## config.mk

```make
export PLATFORM = sky130hd
export DESIGN_NAME = pay_ctrl_flat
export DESIGN_NICKNAME = d
export VERILOG_FILES = /design/src/rtl/vm_pkg.sv /design/src/rtl/pay_ctrl_if.sv /design/src/rtl/edge_det.sv /design/src/rtl/pay_ctrl.sv /design/src/flat_wrapper.sv
export SDC_FILE = /design/constraint.sdc
export NUM_CORES = 1
export LEC_CHECK = 0
export CAP_MARGIN = 20
export CORE_UTILIZATION = 54
export CTS_CLUSTER_DIAMETER = 50
export DETAILED_ROUTE_END_ITERATION = 8
export GPL_ROUTABILITY_DRIVEN = 0
export GPL_TIMING_DRIVEN = 0
export PLACE_DENSITY = 0.74
export SLEW_MARGIN = 40
export SYNTH_ARGS = -nofsm -noshare
export SYNTH_HDL_FRONTEND = slang
export SYNTH_SLANG_ARGS = --single-unit
export TNS_END_PERCENT = 10
```

## constraint.sdc

```tcl
create_clock -name clk -period 6.21 [get_ports clk]
set_input_delay 1.242 -clock clk [delete_from_list [all_inputs] [get_ports clk]]
set_output_delay 1.242 -clock clk [all_outputs]
set_load 0.01 [all_outputs]
```

## src/rtl/vm_pkg.sv

```systemverilog
// Shared vending-machine definitions: mode-FSM state codes,
// coin values and display/sales saturation limits.
package vm_pkg;

  typedef enum logic [3:0] {
    S_OFF        = 4'b0000,
    S_INQUIRE    = 4'b0001,
    S_PAYMENT    = 4'b0010,
    S_ADD_AMOUNT = 4'b0011,
    S_SUCCESS    = 4'b0110,
    S_FAILURE    = 4'b0111,
    S_SUC_ADM    = 4'b1011,
    S_RESET      = 4'b1110,
    S_ADM_ADD    = 4'b1111
  } vm_state_e;

  localparam int C_1  = 1;
  localparam int C_5  = 5;
  localparam int C_10 = 10;
  localparam int C_20 = 20;

  localparam int DISP_MAX  = 99;
  localparam int SALES_MAX = 999;

endpackage

```

## src/rtl/pay_ctrl_if.sv

```systemverilog
// Bundle between the mode FSM (master) and pay_ctrl (slave).
// master drives state/item/buttons/coins; slave returns money/credit/status.
interface pay_ctrl_if;
  logic [3:0] state;
  logic [1:0] item_sel;
  logic       switch_plus;
  logic       switch_minus;
  logic       coin_1;
  logic       coin_5;
  logic       coin_10;
  logic       coin_20;
  logic [6:0] sum;
  logic [6:0] money;
  logic       out;
  logic       times_up;
  logic [6:0] change;
  logic [9:0] sales;

  modport master (
    output state, item_sel, switch_plus, switch_minus,
    output coin_1, coin_5, coin_10, coin_20,
    input  sum, money, out, times_up, change, sales
  );

  modport slave (
    input  state, item_sel, switch_plus, switch_minus,
    input  coin_1, coin_5, coin_10, coin_20,
    output sum, money, out, times_up, change, sales
  );
endinterface

```

## src/rtl/edge_det.sv

```systemverilog
// Registered rising-edge detector, W lanes.
// Ports: clk, rst (async, active-high), d_i level in, rise_o = d_i & ~prev.
module edge_det #(
  parameter int W = 1
) (
  input  logic         clk,
  input  logic         rst,
  input  logic [W-1:0] d_i,
  output logic [W-1:0] rise_o
);

  logic [W-1:0] prev_q;

  always_ff @(posedge clk or posedge rst) begin
    if (rst) prev_q <= '0;
    else     prev_q <= d_i;
  end

  assign rise_o = d_i & ~prev_q;

endmodule

```

## src/rtl/pay_ctrl.sv

```systemverilog
// Payment/inventory datapath feeding the vending-machine mode FSM.
// Ports: clk, rst_n (async, ACTIVE-HIGH), bus (pay_ctrl_if.slave).
module pay_ctrl
  import vm_pkg::*;
#(
  parameter int PRICE0      = 3,
  parameter int PRICE1      = 5,
  parameter int PRICE2      = 8,
  parameter int PRICE3      = 12,
  parameter int INIT_STOCK  = 5,
  parameter int MAX_STOCK   = 15,
  parameter int MAX_QTY     = 5,
  parameter int TIMEOUT_CYC = 10000000
) (
  input logic       clk,
  input logic       rst_n,
  pay_ctrl_if.slave bus
);

  localparam int TW = $clog2(TIMEOUT_CYC + 1);
  localparam logic [TW-1:0] T_LAST = TW'(TIMEOUT_CYC - 1);

  logic [5:0] edg;
  logic e1, e5, e10, e20, e_min, e_pl;

  edge_det #(.W(6)) u_edge (
    .clk    (clk),
    .rst    (rst_n),
    .d_i    ({bus.switch_plus, bus.switch_minus,
              bus.coin_20, bus.coin_10,
              bus.coin_5, bus.coin_1}),
    .rise_o (edg)
  );

  assign e1    = edg[0];
  assign e5    = edg[1];
  assign e10   = edg[2];
  assign e20   = edg[3];
  assign e_min = edg[4];
  assign e_pl  = edg[5];

  logic [3:0]    state_q;
  logic [1:0]    item_q,  item_d;
  logic [3:0]    qty_q,   qty_d;
  logic [6:0]    sum_q,   sum_d;
  logic [6:0]    chg_q,   chg_d;
  logic [9:0]    sales_q, sales_d;
  logic [TW-1:0] tmo_q,   tmo_d;
  logic          tup_q,   tup_d;
  logic [3:0]    stock_q [4];
  logic [3:0]    stock_d [4];

  function automatic logic [6:0] price_of(
    input logic [1:0] i
  );
    case (i)
      2'd0:    price_of = 7'(PRICE0);
      2'd1:    price_of = 7'(PRICE1);
      2'd2:    price_of = 7'(PRICE2);
      default: price_of = 7'(PRICE3);
    endcase
  endfunction

  // Wide product so large prices still saturate cleanly.
  logic [9:0] prod;
  logic [6:0] money_w;
  assign prod    = 10'(price_of(bus.item_sel)) * 10'(qty_q);
  assign money_w = (prod > 10'(DISP_MAX)) ? 7'(DISP_MAX) : prod[6:0];

  logic [7:0] coin_sum;
  assign coin_sum = 8'(sum_q)
                  + (e1  ? 8'(C_1)  : 8'd0)
                  + (e5  ? 8'(C_5)  : 8'd0)
                  + (e10 ? 8'(C_10) : 8'd0)
                  + (e20 ? 8'(C_20) : 8'd0);

  logic [10:0] sales_sum;
  assign sales_sum = 11'(sales_q) + 11'(money_w);

  // Quantity ceiling: the lesser of the per-sale cap and stock on hand.
  logic [3:0] qmax;
  assign qmax = (stock_q[item_q] < 4'(MAX_QTY)) ?
                stock_q[item_q] : 4'(MAX_QTY);

  logic any_coin;
  assign any_coin = e1 | e5 | e10 | e20;

  always_comb begin
    item_d  = item_q;
    qty_d   = qty_q;
    sum_d   = sum_q;
    chg_d   = chg_q;
    sales_d = sales_q;
    stock_d = stock_q;
    tmo_d   = tmo_q;
    tup_d   = 1'b0;
    case (bus.state)
      S_INQUIRE: begin
        item_d = bus.item_sel;
        qty_d  = 4'd1;
        sum_d  = '0;
        chg_d  = '0;
      end
      S_ADD_AMOUNT: begin
        if (e_pl && !e_min && qty_q < qmax)
          qty_d = qty_q + 4'd1;
        else if (e_min && !e_pl && qty_q > 4'd1)
          qty_d = qty_q - 4'd1;
      end
      S_PAYMENT: begin
        sum_d = (coin_sum > 8'(DISP_MAX)) ?
                7'(DISP_MAX) : coin_sum[6:0];
        if (state_q != S_PAYMENT || any_coin)
          tmo_d = '0;
        else if (tmo_q != T_LAST)
          tmo_d = tmo_q + 1'b1;
        // Latches high until the FSM leaves payment.
        tup_d = (tup_q && state_q == S_PAYMENT) ||
                (tmo_d == T_LAST);
      end
      S_SUCCESS: begin
        // Only the first cycle after payment commits.
        if (state_q == S_PAYMENT) begin
          chg_d = (sum_q >= money_w) ? sum_q - money_w : '0;
          stock_d[item_q] = (stock_q[item_q] >= qty_q) ?
                            stock_q[item_q] - qty_q : '0;
          sales_d = (sales_sum > 11'(SALES_MAX)) ?
                    10'(SALES_MAX) : sales_sum[9:0];
        end
      end
      S_FAILURE: begin
        if (state_q == S_PAYMENT)
          chg_d = sum_q;
      end
      S_OFF: begin
        sum_d = '0;
        qty_d = 4'd1;
        chg_d = '0;
        tmo_d = '0;
      end
      S_ADM_ADD: begin
        if (e_pl && stock_q[bus.item_sel] < 4'(MAX_STOCK))
          stock_d[bus.item_sel] = stock_q[bus.item_sel] + 4'd1;
      end
      S_RESET: begin
        if (state_q != S_RESET) begin
          for (int i = 0; i < 4; i++)
            stock_d[i] = 4'(INIT_STOCK);
          sales_d = '0;
        end
      end
      default: tup_d = tup_q;
    endcase
  end

  always_ff @(posedge clk or posedge rst_n) begin
    if (rst_n) begin
      state_q <= S_OFF;
      item_q  <= '0;
      qty_q   <= 4'd1;
      sum_q   <= '0;
      chg_q   <= '0;
      sales_q <= '0;
      tmo_q   <= '0;
      tup_q   <= 1'b0;
      for (int i = 0; i < 4; i++)
        stock_q[i] <= 4'(INIT_STOCK);
    end else begin
      state_q <= bus.state;
      item_q  <= item_d;
      qty_q   <= qty_d;
      sum_q   <= sum_d;
      chg_q   <= chg_d;
      sales_q <= sales_d;
      tmo_q   <= tmo_d;
      tup_q   <= tup_d;
      stock_q <= stock_d;
    end
  end

  assign bus.sum      = sum_q;
  assign bus.money    = money_w;
  assign bus.out      = (stock_q[bus.item_sel] == 4'd0);
  assign bus.times_up = tup_q;
  assign bus.change   = chg_q;
  assign bus.sales    = sales_q;

endmodule
```

## src/flat_wrapper.sv

```systemverilog
// flat-port wrapper written by rule: the top's interface ports become plain ports
module pay_ctrl_flat import vm_pkg::*;
#(
  parameter int PRICE0      = 3,
  parameter int PRICE1      = 5,
  parameter int PRICE2      = 8,
  parameter int PRICE3      = 12,
  parameter int INIT_STOCK  = 5,
  parameter int MAX_STOCK   = 15,
  parameter int MAX_QTY     = 5,
  parameter int TIMEOUT_CYC = 10000000
)
  (clk, rst_n, bus_state, bus_item_sel, bus_switch_plus, bus_switch_minus, bus_coin_1, bus_coin_5, bus_coin_10, bus_coin_20, bus_sum, bus_money, bus_out, bus_times_up, bus_change, bus_sales);
  pay_ctrl_if bus_i ();
  input logic clk;
  input logic rst_n;
  input wire logic [$bits(bus_i.state)-1:0] bus_state;
  input wire logic [$bits(bus_i.item_sel)-1:0] bus_item_sel;
  input wire logic [$bits(bus_i.switch_plus)-1:0] bus_switch_plus;
  input wire logic [$bits(bus_i.switch_minus)-1:0] bus_switch_minus;
  input wire logic [$bits(bus_i.coin_1)-1:0] bus_coin_1;
  input wire logic [$bits(bus_i.coin_5)-1:0] bus_coin_5;
  input wire logic [$bits(bus_i.coin_10)-1:0] bus_coin_10;
  input wire logic [$bits(bus_i.coin_20)-1:0] bus_coin_20;
  output wire logic [$bits(bus_i.sum)-1:0] bus_sum;
  output wire logic [$bits(bus_i.money)-1:0] bus_money;
  output wire logic [$bits(bus_i.out)-1:0] bus_out;
  output wire logic [$bits(bus_i.times_up)-1:0] bus_times_up;
  output wire logic [$bits(bus_i.change)-1:0] bus_change;
  output wire logic [$bits(bus_i.sales)-1:0] bus_sales;
  assign bus_i.state = bus_state;
  assign bus_i.item_sel = bus_item_sel;
  assign bus_i.switch_plus = bus_switch_plus;
  assign bus_i.switch_minus = bus_switch_minus;
  assign bus_i.coin_1 = bus_coin_1;
  assign bus_i.coin_5 = bus_coin_5;
  assign bus_i.coin_10 = bus_coin_10;
  assign bus_i.coin_20 = bus_coin_20;
  assign bus_sum = bus_i.sum;
  assign bus_money = bus_i.money;
  assign bus_out = bus_i.out;
  assign bus_times_up = bus_i.times_up;
  assign bus_change = bus_i.change;
  assign bus_sales = bus_i.sales;
  pay_ctrl #(.PRICE0(PRICE0), .PRICE1(PRICE1), .PRICE2(PRICE2), .PRICE3(PRICE3), .INIT_STOCK(INIT_STOCK), .MAX_STOCK(MAX_STOCK), .MAX_QTY(MAX_QTY), .TIMEOUT_CYC(TIMEOUT_CYC)) u_core (.clk(clk), .rst_n(rst_n), .bus(bus_i));
endmodule
```

==> flow_summary.yaml, run 1 <==
die:
  ios: 47
  die_x_um: 111
  rows: 39
  dieArea_mm2: 0.0124
  core_mm2: 0.0115
  die_y_um: 111
  start_util: 0.559
global_routing:
  overflow: 0
  grt_pass1_vias: 5850
  grt_max_degree: 58
  antenna_found_initial: 0
  grt_use_total: 0.285
  grt_pass1_wl_um: 28200
placed_design:
  place_inst: 914
  portBuffers: 46
  dp_hpwl_um: 12300
  postPlaceCellArea_mm2: 0.00716
layout:
  layout-drive-gt1-share: 0.141
  finalNonFillerCells: 947
  design_area_mm2: 0.00775
  num_antenna_cells: 0
  fin_util: 0.673
  synthToLayoutAreaGrowth_pct: 20.6
  nNetsFinal: 871
  n_fill_cell: 888
clock_network:
  cts_num_sinks: 81
  cts_buffers: 9
  cts_tree: "done"
  insertion_delay_ps: 350
  cts_root_buf: "clkbuf_16"
  cts_buffer_depth: 2
  path_clk_slew_ps: 60
  holdBufCountCts: 0
  cts_max_level: 3
sta:
  final_max_slew_viol_count: 0
  fmax_ghz: 0.163
  relSlewSlack: 0.583
  final_hold_viol_count: 0
  min_period_ps: 6120
  fin_skew_ps: 8.03
  tightest_slew_ps: 619
  setup-violations-final: 0
  rsz0062_at_grt: "true"
  period_share: 0.986
yosys:
  synth_area_leaders: "dfrtp_1 28%, ha_1 9.3%, nand2_1 3.9%"
  synth_fa_ha_area_frac: 0.124
  synthSimpleGateAreaFrac: 0.216
  netlist_instances: 724
  netlist_top_cells_count: "72 x dfrtp_1, 66 x nand2_1, 54 x nor2_1"
  synth_edf_count: 0
  synthesis.area_mm2: 0.00643
  synth_top_family_by_area: "compound AO/OA/AOI/OAI gates"
  syn_avg_cell_area_um2: 8.88
  muxShareOfSynthArea: 0.0383
  synth_largest_area_cell: "dfrtp_1"
  ys_ff_latch: 81
  yosysMostFrequentCell: "dfrtp_1"
  async_reset_ff_frac: 1.00
  synth_top_cell_area_share: 0.280
  synthXorXnorAreaFrac: 0.0408
  ys_warn_count: 0
  synth_compound_area_frac: 0.222
  synth-seq-area-share: 0.317
  synth.distinct_cells: 74
  synthesis.nets: 796
  synthFlopType: "dfrtp_1"
setup_path:
  worst_ep_arrival_time_ps: 4880
  cp-start-kind: "input port"
  crit_type: "in -> out"
  cp_max_fo: 4
  cp.required_ps: 4970
  endpoint_kind: "output pin"
detailed_routing:
  via_per_inst: 6.31
  finalWirelength_um: 17100
  drc: 13
  wl_per_cell_um: 18.0
  vias: 5979
  ant_nets: 0
  drtIter0Drc: 583
  first_pass_iters: 7
worst_hold_path:
  hold_class: "reg -> reg"
run_status:
  run_status: "complete, but fails checks"
  violations: "DRC"
power_and_ir_drop:
  p_leak_nw: 3.36
  report.power.total_mw: 2.78
  peakVddDrop_uv: 149
  power_density_mw_per_mm2: 358
job:
  max-cap-violations: 0
==> timing repair <==
item	4_1_cts	5_1_grt
setup endpoints to repair	24	17
gates cloned	1	0
gates resized for setup	33	11
setup buffers	9	7
pin swaps	12	18
==> kinds of logic after synthesis <==
| logic type | count (synthesis) |
|---|---|
| muxes | 14 |
| DFF | 81 |
| other | 1 |
| buffers and inverters | 66 |
| and+or+nand+nor | 266 |
| xor gates and xnor gates | 30 |
| adders and majority gates | 58 |
| AOI/OAI and AO/OA | 208 |
==> cell usage in the layout (no fill, tap or decap), drive strengths merged, types with 4 or more instances in the layout <==
| cell type | count |
|---|---|
| a211oi | 10 |
| o21ai | 43 |
| xnor2 | 15 |
| mux4 | 8 |
| nor2 | 54 |
| a21oi | 45 |
| or3 | 5 |
| a31oi | 7 |
| nor4 | 6 |
| o41ai | 7 |
| nand4 | 11 |
| nand2b | 14 |
| o31ai | 27 |
| dfrtp | 72 |
| ha | 48 |
| mux2i | 4 |
| a21o | 13 |
| dlygate4sd2 | 4 |
| nand3b | 6 |
| o21a | 4 |
| clkbuf | 31 |
| and2 | 12 |
| nand2 | 66 |
| xor2 | 15 |
| a221o | 5 |
| clkdlybuf4s50 | 39 |
| nand3 | 28 |
| or2 | 5 |
| o2bb2ai | 10 |
| nor3 | 21 |
| nor2b | 13 |
| and3 | 12 |
| nor3b | 4 |
| buf | 26 |
| fa | 10 |
| inv | 37 |
| a22oi | 6 |
| o21bai | 6 |
| dfstp | 9 |
==> power by group <==
group	total (mW)	internal (mW)	switching [mW]	leakage [nW]
combinational	1.47	0.668	0.800	2.15
clock	0.589	0.352	0.237	0.152
sequential	0.720	0.628	0.0916	1.06
total	2.78	1.65	1.13	3.36
==> metrics by stage <==
| step | hold WS [ps] | setup TNS, ps | setup WS, ps |
|---|---|---|---|
| 3_3_place_gp | 471 | -18160 | -1090 |
| 6_report | 489 | 0 | 89.1 |
| 4_1_cts | 486 | 0 | 2.78 |
| 2_1_floorplan | 452 | 0 | 17.4 |
| 3_5_place_dp | 478 | -20580 | -1220 |
| 5_1_grt | 504 | -124 | -36.2 |
==> critical path, stage by stage <==
cell and delay (ps):
clkdlybuf4s15_2 220, clkbuf_8 160, nor2_4 120, nand2_2 80, fa_1 510, inv_1 50
fa_1 450, ha_1 280, a21o_1 190, a21oi_2 160, o21bai_1 100, a21oi_2 190
xnor2_2 100, buf_4 160, or2_2 360, clkdlybuf4s50_1 500
==> final timing paths <==
path	start	end	slack (ps)	cells after the start
setup reg to reg	u_core.qty_q[3]	u_core.bus.sales[0]	1010	22
hold / removal	flop	flop	490	2
setup / recovery	bus_item_sel[0]	bus_money[5]	90	16
min in group asynchronous	rst_n	u_core.tmo_q[11]	1210	2
hold reg to reg	flop	flop	490	2
max in group asynchronous	rst_n	async pin	4390	3
==> routing by layer <==
metal  share of wire  up-vias  track usage
li1                -     2829            -
met1            0.43     2913        0.364
met2            0.48      203        0.478
met3           0.059       34       0.0443
met4           0.023        0        0.131
met5               0        -            0
==> layout make-up <==
| cell class | instances | area [um^2] | area share |
|---|---|---|---|
| Buffer | 30 | 164 | 0.0211 |
| Clock buffer | 9 | 225 | 0.0290 |
| Clock inverter | 7 | 93.8 | 0.0121 |
| Inverter | 36 | 140 | 0.0181 |
| Multi-Input combinational cell | 578 | 4310 | 0.556 |
| Sequential cell | 81 | 2040 | 0.263 |
| Tap cell | 143 | 179 | 0.0231 |
| Timing Repair Buffer | 63 | 602 | 0.0776 |
No activity file was read; power rests on OpenSTA's default activity.
==> run 2: changes to the inputs <==
- CORE_MARGIN: default -> 2
==> run 2 against run 1 <==
- the flow still finishes with violations (DRC)
- worst setup slack gained 100 ps
- clock-buffer cell count grew 2
- clock skew grew 2.5 ps
- non-clock buffer count shrank 6
- sequential power is essentially flat
- global-route usage shrank 0.85 points
- via count grew 0.18%
- clock power shrank 5.6%
- critical path depth is the same
- final cell count shrank 0.74%
- total power shrank 3.5%
- largest cell class unchanged
==> flow_summary.yaml, run 2 (synthesis gave the netlist of run 1 again) <==
run_status:
  run_status: "complete, but fails checks"
  violations: "DRC"
global_routing:
  use_met2: 0.461
  overflow: 0
  grt_pass1_wl_um: 28800
  grt_most_used_layer: "met2"
  grt_max_degree: 56
  grt_use_met1: 0.354
  antenna_found_initial: 0
  grt_use_total: 0.277
  grt.met3_usage: 0.0450
  grt_pass1_vias: 5940
sta:
  fmax_ghz: 0.166
  final_max_slew_viol_count: 0
  period_share: 0.969
  min_period_ps: 6020
  relSlewSlack: 0.584
  setup-violations-final: 0
  final_hold_viol_count: 0
  hold_ws_ps: 489
  setup_tns_ps: 0
  timing.final.ws_setup_ps: 193
  fin_skew_ps: 10.6
  tightest_slew_ps: 618
clock_network:
  cts_num_sinks: 81
  holdBufCountCts: 0
  cts_buffer_depth: 2
  cts_buffers: 9
  cts_max_level: 3
  cts_root_buf: "clkbuf_16"
  cts_tree: "done"
  path_clk_slew_ps: 60
  insertion_delay_ps: 350
layout:
  final_common_cell: "dfrtp_1"
  final_cell_mix: "72 x dfrtp_1, 65 x nand2_1, 53 x nor2_1, 46 x ha_1, 43 x a21oi_1"
  design_area_mm2: 0.00764
  n_fill_cell: 948
  layout-drive-gt1-share: 0.124
  finalNonFillerCells: 940
  num_antenna_cells: 0
  fin_util: 0.664
  nNetsFinal: 864
  synthToLayoutAreaGrowth_pct: 18.8
setup_path:
  worstPathCellList: "buf_4 > buf_8 > nor2_4 > nand2_2 > fa_1 > inv_1 > fa_1 > ha_1 > a21o_1 > a21oi_2 > o21bai_1 > a21oi_1 > xnor2_1 > buf_4 > or2_2 > clkdlybuf4s50_1"
  endpoint_kind: "output pin"
  critPathMaxStageDelay_ps: 510
  worst_ep_arrival_time_ps: 4780
  slowest_stage: "fa_1"
  cp-start-kind: "input port"
  cp_num_buf_inv: 5
  critical-path-top-delay-family: "adder cells"
  cp_max_fo: 7
  crit_type: "in -> out"
  cp.required_ps: 4970
power_and_ir_drop:
  report.power.total_mw: 2.68
  peakVddDrop_uv: 195
  p_leak_nw: 3.27
  power_density_mw_per_mm2: 351
detailed_routing:
  finalWirelength_um: 17100
  ant_nets: 0
  wl_per_cell_um: 18.2
  drtIter0Drc: 474
  drc: 6
  first_pass_iters: 7
  via_per_inst: 6.37
  vias: 5990
placed_design:
  postPlaceCellArea_mm2: 0.00716
  dp_worst_setup_slack_ps: -1180
  dp_hpwl_um: 12600
  place_inst: 914
  portBuffers: 46
die:
  rows: 39
  core_mm2: 0.0115
  die_x_um: 113
  die_y_um: 113
  ios: 47
  start_util: 0.559
  dieArea_mm2: 0.0128
job:
  max-cap-violations: 0
worst_hold_path:
  hold_class: "reg -> reg"
-- run 2: cell count changes in the layout (fill, tap and decap cells not counted), moves of 2 or more --
cell,before,now
xnor2_2,2,0
nor2b_4,2,0
xnor2_1,13,15
nor2b_2,0,2
buf_4,17,11
-- run 2: final timing paths --
path | cells past startpoint | start | slack [ps] | end
min in group asynchronous | 2 | rst_n | 1220 | async pin
max in group asynchronous | 3 | rst_n | 4390 | u_core.qty_q[0]
worst min-delay path | 2 | flop | 490 | flop
worst min register to register | 2 | flop | 490 | flop
worst max register to register | 23 | u_core.qty_q[1] | 960 | u_core.bus.sales[1]
worst max-delay path | 16 | bus_item_sel[1] | 190 | bus_money[5]
-- run 2: what timing repair did --
action,CTS,global route
endpoints found under the hold margin,0,0
gates cloned,1,0
setup buffers,6,3
gates resized for setup,21,19
pin swaps,5,16
endpoints found under the setup margin,24,20
-- run 2: layer usage --
metal | vias to the layer above | share of wire
met1 | 2870 | 0.43
met5 | - | 0
met4 | 0 | 0.032
met2 | 251 | 0.48
met3 | 48 | 0.062
li1 | 2821 | -
-- run 2: worst register-to-register path: cells and delay by family (launching register included) --
| kind | cells | cell delay (ps) |
|---|---|---|
| fa+ha+maj | 5 | 1820 |
| compound gates | 10 | 1760 |
| simple gates | 4 | 550 |
| buf+inv | 3 | 380 |
| xor+xnor | 1 | 130 |
| flops | 1 | 550 |
-- run 2: cell type report --
class                      count  area, um^2  area share
buffer                        30         165      0.0216
sequential                    81        2040       0.267
clock inverter                 5        55.1     0.00720
timing repair buffer          57         558      0.0730
multi-input combinational    577        4260       0.558
clock buffer                  11         243      0.0318
inverter                      36         140      0.0183
tap                          143         179      0.0234
-- run 2: report_power, final --
group | internal [mW] | switching, mW | leakage [nW]
registers | 0.628 | 0.0945 | 1.06
logic | 0.622 | 0.778 | 2.06
clock network | 0.322 | 0.235 | 0.142
total | 1.57 | 1.11 | 3.27
